$ cat src/rtl/prestep_pkg.sv
// Shared types and sizing helpers for the banked coefficient loader.
package prestep_pkg;

  typedef enum logic [1:0] {
    IDLE = 2'd0,
    LOAD = 2'd1,
    FULL = 2'd2
  } prestep_state_t;

  localparam int DEF_BITS  = 32;
  localparam int DEF_CGES  = 49;
  localparam int DEF_NBANK = 2;

  // Index width that never collapses to zero bits.
  function automatic int idx_width(input int n);
    return (n > 1) ? $clog2(n) : 1;
  endfunction

endpackage

$ cat src/rtl/prestep_ext_lane.sv
// One output lane: optional tap gate, sign/zero extension to MAX bits, output register.
module prestep_ext_lane #(
  parameter int BITS = 8,
  parameter int MAX  = 11,
  parameter int SEXT = 1
) (
  input  logic            clk,
  input  logic            reset,
  input  logic            en,
  input  logic [BITS-1:0] data,
  output logic [MAX-1:0]  q
);

  logic [BITS-1:0] gated;
  logic [MAX-1:0]  ext_val;

  assign gated = en ? data : '0;

  generate
    if (MAX > BITS) begin : g_widen
      logic fill_bit;
      assign fill_bit = (SEXT != 0) ? gated[BITS-1] : 1'b0;
      assign ext_val  = {{(MAX-BITS){fill_bit}}, gated};
    end else begin : g_same
      assign ext_val = gated;
    end
  endgenerate

  always_ff @(posedge clk) begin
    if (reset) q <= '0;
    else       q <= ext_val;
  end

endmodule

$ cat src/rtl/prestep_bank_loader.sv
// Multi-banked coefficient front end: streams a shadow bank, swaps on commit,
// and presents masked, extended, registered lanes of the active bank.
module prestep_bank_loader
  import prestep_pkg::*;
#(
  parameter int BITS  = DEF_BITS,
  parameter int CGES  = DEF_CGES,
  parameter int NBANK = DEF_NBANK,
  parameter int SEXT  = 1,
  parameter int MAX   = $clog2(CGES) + BITS
) (
  input  logic                      clk,
  input  logic                      reset,
  input  logic                      ld_start,
  input  logic                      ld_valid,
  output logic                      ld_ready,
  input  logic [BITS-1:0]           ld_data,
  input  logic                      ld_abort,
  input  logic                      commit,
  output logic                      commit_err,
  output logic                      full,
  input  logic                      mask_wen,
  input  logic [CGES-1:1]           cges,
  output logic                      swap_done,
  output logic                      coeff_valid,
  output logic [CGES-1:0][MAX-1:0]  coeff
);

  localparam int IDX_W = idx_width(CGES);
  localparam int SEL_W = idx_width(NBANK);

  prestep_state_t   state_reg, state_next;
  logic [IDX_W-1:0] idx_reg, idx_next;
  logic [SEL_W-1:0] act_sel_reg, load_sel;
  logic [CGES-1:1]  mask_reg;
  logic             wr_en, commit_acc, commit_err_next;
  logic             swap_pend_reg, swap_done_reg, coeff_valid_reg, commit_err_reg;
  logic [BITS-1:0]  bank [NBANK][CGES];

  function automatic logic [SEL_W-1:0] sel_inc(input logic [SEL_W-1:0] s);
    return (s == SEL_W'(NBANK-1)) ? '0 : s + SEL_W'(1);
  endfunction

  assign load_sel = sel_inc(act_sel_reg);

  always_comb begin
    state_next      = state_reg;
    idx_next        = idx_reg;
    wr_en           = 1'b0;
    commit_acc      = 1'b0;
    commit_err_next = commit && (state_reg != FULL);
    ld_ready        = (state_reg == LOAD);
    full            = (state_reg == FULL);
    case (state_reg)
      IDLE: begin
        if (ld_start) begin
          state_next = LOAD;
          idx_next   = '0;
        end
      end
      LOAD: begin
        // Abort outranks a word arriving in the same cycle.
        if (ld_abort) begin
          state_next = IDLE;
          idx_next   = '0;
        end else if (ld_valid) begin
          wr_en = 1'b1;
          if (idx_reg == IDX_W'(CGES-1)) begin
            state_next = FULL;
            idx_next   = '0;
          end else begin
            idx_next = idx_reg + IDX_W'(1);
          end
        end
      end
      FULL: begin
        if (ld_abort) begin
          state_next = IDLE;
          idx_next   = '0;
        end else if (commit) begin
          state_next = IDLE;
          commit_acc = 1'b1;
        end
      end
      default: begin
        state_next = IDLE;
        idx_next   = '0;
      end
    endcase
  end

  always_ff @(posedge clk) begin
    if (reset) begin
      state_reg       <= IDLE;
      idx_reg         <= '0;
      act_sel_reg     <= '0;
      mask_reg        <= '0;
      swap_pend_reg   <= 1'b0;
      swap_done_reg   <= 1'b0;
      coeff_valid_reg <= 1'b0;
      commit_err_reg  <= 1'b0;
      for (int b = 0; b < NBANK; b++)
        for (int t = 0; t < CGES; t++)
          bank[b][t] <= '0;
    end else begin
      state_reg      <= state_next;
      idx_reg        <= idx_next;
      commit_err_reg <= commit_err_next;
      swap_pend_reg  <= commit_acc;
      // Lanes sample the new bank one edge after act_sel moves, so the pulse lags by one.
      swap_done_reg  <= swap_pend_reg;
      if (swap_pend_reg) coeff_valid_reg <= 1'b1;
      if (commit_acc)    act_sel_reg     <= load_sel;
      if (mask_wen)      mask_reg        <= cges;
      if (wr_en)         bank[load_sel][idx_reg] <= ld_data;
    end
  end

  assign commit_err  = commit_err_reg;
  assign swap_done   = swap_done_reg;
  assign coeff_valid = coeff_valid_reg;

  generate
    for (genvar gi = 0; gi < CGES; gi++) begin : g_lane
      logic lane_en;
      if (gi == 0) begin : g_tap0
        assign lane_en = 1'b1;
      end else begin : g_tapn
        assign lane_en = mask_reg[gi];
      end
      prestep_ext_lane #(
        .BITS (BITS),
        .MAX  (MAX),
        .SEXT (SEXT)
      ) u_lane (
        .clk   (clk),
        .reset (reset),
        .en    (lane_en),
        .data  (bank[act_sel_reg][gi]),
        .q     (coeff[gi])
      );
    end
  endgenerate

endmodule

$ cat config.mk
export PLATFORM = sky130hd
export DESIGN_NAME = prestep_bank_loader
export DESIGN_NICKNAME = d
export VERILOG_FILES = /design/src/rtl/prestep_pkg.sv /design/src/rtl/prestep_ext_lane.sv /design/src/rtl/prestep_bank_loader.sv
export SDC_FILE = /design/constraint.sdc
export NUM_CORES = 2
export LEC_CHECK = 0
export ABC_AREA = 1
export BUFFER_PORTS_ARGS = -buffer_cell sky130_fd_sc_hd__buf_2
export CORE_AREA = 3 3 756 758
export CTS_CLUSTER_DIAMETER = 120
export DETAILED_ROUTE_END_ITERATION = 10
export DIE_AREA = 0 0 759 761
export GPL_ROUTABILITY_DRIVEN = 0
export MAX_ROUTING_LAYER = met4
export SYNTH_ARGS = -nofsm -noshare
export SYNTH_HDL_FRONTEND = slang
export SYNTH_SLANG_ARGS = --single-unit
$ cat constraint.sdc
create_clock -name clk -period 3.9 [get_ports clk]
set_clock_uncertainty 0.05 [all_clocks]
set_input_delay 0.78 -clock clk [delete_from_list [all_inputs] [get_ports clk]]
set_output_delay 0.78 -clock clk [all_outputs]
set_load 0.1 [all_outputs]
### Word level (Yosys, flattened, before mapping)

Memories as Yosys holds them, arrays and structs flattened. A register that Yosys moved wholly into a read port is not among the register bits.
Index checks and enable logic that the tools add are counted.

* $add $sub $neg: 2
* order comparisons: 2
* equal/unequal tests: 9
* muxes and demuxes: 80
* bitwise gates (word level): 49
* reduce and logical (&&, ||, !) cells: 54

Operators with widths (count)
* $mux 1568: 3
* $mux 32: 49
* $reduce_or 1568->1: 1
* $demux 32 s6: 1
* $reduce_or 2->1: 48
* $not 1->1: 48
* $mux 6: 5
* $pmux 6 s3: 1
* $mux 1: 14
* $mux 2: 6
* $ge 7x7->1 const B: 1
* $lt 7x1->1 const B: 1
* $not 6->7: 1
* $add 6x1->6 const B: 1
* $eq 6x6->1 const B: 1
* $ne 2x2->1 const B: 3
* $pmux 2 s3: 1
* $reduce_and 4->1: 1
* $ne 3x1->1 const B: 1
* $ne 3x2->1 const B: 1
* $ne 3x3->1 const B: 1
* $reduce_and 3->1: 1
* $eq 2x1->1 const B: 1
* $eq 2x2->1 const B: 1
* 3 further kinds: 4

* flip-flop bits (word level): 1629
* memory bits (writable): 3136
* input bits: 87
* output and inout port bits: 1867
* word-level logic and storage cells: 302
* memories: 1

Memory list
* bank: depth 2, width 1568, read ports 1, clocked after memory_dff 1, wr ports 2, line prestep_bank_loader.sv:38 `logic [BITS-1:0] bank [NBANK][CGES];`

### Logic depth before layout (Yosys ltp)

* depth after elaboration: 8
* mapped depth: 18

### Hierarchy

Synthesis repeated with hierarchy kept, for this count alone.

* cell total of the unflattened synthesis: 12842
* area total of the unflattened synthesis: 176023.8 µm²

Modules (own cells, without submodules)
* prestep_bank_loader: instances 1, cells each 7599, area each 124831.0 µm², seq. area each 95411.5 µm²
* prestep_ext_lane: instances 49, cells each 107, area each 1044.8 µm², seq. area each 640.6 µm²

### Worst setup path after synthesis

No wires, ideal clock.

* kind: input to register
* start point: input port reset
* end point: memory bank[1][416] (netlist name) (enable)
* setup time: 421 ps
* arrival time: 3735 ps
* slack: -306 ps
* stages on the path: 16
* cell sequence: buf_4 inv_4 nand2_2 nor2_4 buf_4 nand3_1 nand2_1 nor2_1 nand3_1 nor2_4 nand2_8 buf_8 nand2_8 nand2_4 buf_6 nor2_1

RTL lines
* from (decl): line prestep_bank_loader.sv:13 `input logic reset,`
* to (decl): line prestep_bank_loader.sv:38

==> results by group <==
Run status
  – Status: finished clean

Synth
  – Netlist cell types: 33
  – Synth area leaders: edfxtp_1 (58%), dfxtp_1 (20%), nand2_1 (7.5%)
  – Syn Inst Count: around 13,000
  – Syn avg cell area: 12.5 um2
  – Sequential element share of the synthesized area: 77.9%
  – Post-synth net total: 13,098
  – Top cell type's share of synthesized area: 57.9%
  – Synth area leader: edfxtp_1
  – Synth Warn #: 0
  – Synthesized flop and latch total: 4,766
  – Synthesized area: 163,000 um2

Timing
  – Hold Violations, Final: 0
  – RSZ-0062 raised after global routing: false
  – Final period util: 95.4%
  – Max transition margin: ~18%
  – Final setup vio count: 0
  – Worst slew pin tran: 1230 ps
  – Tmin final: 3720 ps
  – Final WS setup: 180 ps
  – Count of pins over their slew limit: 0
  – Fmax: roughly 270 MHz

Global route
  – First-pass GRT wire length: 934,000 um
  – Total gr overflow: 0
  – Number of global-route vias before repair: 104,983
  – Total Routing Usage GR: 24.2%
  – Initial antenna violation count: 146
  – Largest net degree at the start of global routing: 192

Worst setup path
  – CP Capture Type: register
  – Flop2flop setup slack: 180 ps
  – Reg2reg start: state_reg[1]
  – CP max FO: 32
  – Data required, critical path: 4550 ps
  – Crit. Startpoint: state_reg[1]
  – Crit path arrival time: ~4400 ps
  – R2r worst-path depth: 17
  – R2r endpoint: bank[0][796]
  – Setup crit start kind: register
  – Kind of critical path: register to register

Pwr
  – NetSw: 32,600 uW
  – Maximum vdd drop: 0.436 mV
  – LEAKAGE: 0.0800 uW
  – Switching share of power: 27.4%
  – Pwr/cell area: 585 nW/um2
  – Reg power frac: between 40% and 50%
  – Clk pwr share: 39.7%
  – Internal cell power: 86,400 uW
  – Combinational share of power: 11.1%

Detailed routing
  – DRC Markers: 0
  – Drt first pass iters: 8
  – 1st-iter DRT viols: roughly 17,000
  – Vias/cell: 4.90
  – Detail Route Antenna Nets: 0
  – Post-Route M1 WL: 278,000 um
  – Met2 WL: roughly 320,000 um
  – Wire length per cell: approximately 31 um
  – DRT Wirelength: between 700,000 and 800,000 um
  – Uppermost layer routed: met4
  – DR vias: between 100k and 150k
  – Routed wl met3: 75,500 um

Clock network
  – CTS tree: yes
  – Num CTS Buffers: 475
  – Max Root-Sink Buffers: 4
  – # H-tree levels: 5
  – Root buffer cell: clkbuf_16
  – Clock transition at path regs: approximately 60 ps
  – CTS Sinks: roughly 4,800
  – Worst skew pair latency: between 1000 and 1500 ps

Final layout
  – Multi-input logic area: 29,600 um2
  – Most common cell after layout, fill and taps aside: nand2_1
  – Fillers: around 55,000
  – FF/Latch Area: about 130,000 um2
  – Most frequent cells in the layout: nand2_1 (3,226), edfxtp_1 (3,136), buf_2 (1,951), nor2_1 (1,782), dfxtp_1 (1,628)
  – Area grow syn2layout: 25.1%
  – Final net count: approximately 15,000
  – Layout cell share with drive strength beyond 1: 24.1%
  – Final core utilization: 36.0%
  – Number of flip-flops in the largest register: 3,136

Flow run
  – Max-Cap Viols: 0

Hold path
  – Hold_sp: cges[16]
  – Worst hold stages: 3
  – Hold Path Sink: mask_reg[16]
  – Worst Hold Class: input port to register

Floorplanning
  – Initial Util: between 20% and 30%
  – Std-Cell Rows: 276
  – Core ar.: 565,000 um2
  – Die Wd: 759 um
  – Die footprint: approximately 580,000 um2
  – Die Y: approximately 760 um
  – Top-Level Pins: just under 2,000

Place
  – Dpl hpwl: just under 500,000 um
  – Place WS: -725 ps
  – I/O Buffers: 1,953
-- logic make-up after synthesis --
kind of cell             count (synthesis)  synth area share (%)
AO/OA/AOI/OAI                         1696                  5.22
adder cells (fa/ha/maj)                  2                0.0154
buffers and inverters                 1333                  4.17
flip-flops                            4766                  77.9
AND/OR/NAND/NOR                       5212                  12.6
-- worst max-delay path by stage --
stage,endpoint,slack (ps),depth (start not counted)
final,bank[0][796],180,17
after global placement,bank[0][92],-860,18
after detailed placement,bank[0][858],-730,18
after CTS,bank[0][858],70,17
after global routing,bank[0][796],170,17
after floorplan,bank[1][0],-160,15
-- Yosys cell counts (all sizes together) --
master     n
ha         2
clkinv     1
nor3      10
a211oi     2
nand3b    26
nor3b      1
nor2    1839
o21ai    119
clkbuf   478
edfxtp  3136
a21oi   1573
buf      680
o22ai      1
dfxtp   1630
nand3     59
nand2   3277
inv      174
a31oi      1
-- repair_timing --
item | CTS | global route
setup endpoints to repair | 2 | 4
endpoints found under the hold margin | 47 | 0
buffers inserted | 0 | 4
hold buffers | 47 | 0
resized for setup | 2 | 0
pin swaps | 0 | 1
-- power groups by stage --
stage / Sequential (uW) / Clock [uW] / Combinational [uW]
floorplan: 62500 / 0 / 4200
finish: 58600 / 47300 / 13200
CTS: 58600 / 47700 / 13200
global route: 58800 / 49700 / 13500
detailed placement: 59600 / 0 / 13100
global placement: 59500 / 0 / 13000
-- through the flow --
stage | TNS (ps) | cells | hold slack, ps | power, uW | cell area, um2
after global routing | 0 | 23100 | 82.6 | 122000 | 203000
after detailed placement | -1010430 | 22098 | 401 | 72700 | 186000
after floorplan | -10320 | 13009 | 353 | 66700 | 163000
after CTS | 0 | 23037 | 29.8 | 119000 | 203000
final | 0 | 23164 | 169 | 119000 | 204000
after global placement | -1510030 | 22098 | 393 | 72600 | 186000
-- critical path, stage by stage (launching register included) --
cell and delay [ps]:
dfxtp_1 340, inv_1 80, nand3_2 180, nor2_4 70
buf_12 150, buf_4 150, buf_12 140, nand2_1 90
nand2_1 110, nor2_1 190, nand3_1 150, nor2_4 220
nand2_8 100, buf_12 180, buf_4 200, nand3b_4 70
buf_4 520, nor2_1 240
-- final cells by class --
class                      instances  area share [%]
antenna                          123           0.151
clock buffer                     687            7.00
clock inverter                   205            1.04
inverter                         175           0.414
multi-input combinational       6910            14.6
sequential                      4766            62.3
tap                             7506            4.61
timing repair buffer            2792            9.93
-- routing by layer --
metal	vias to the layer above	GRT usage, %
met5	-	-
met1	55923	31.7
met2	8437	36.6
li1	47727	-
met4	0	11.2
met3	1415	4.54
No activity file was read; power rests on OpenSTA's default activity.
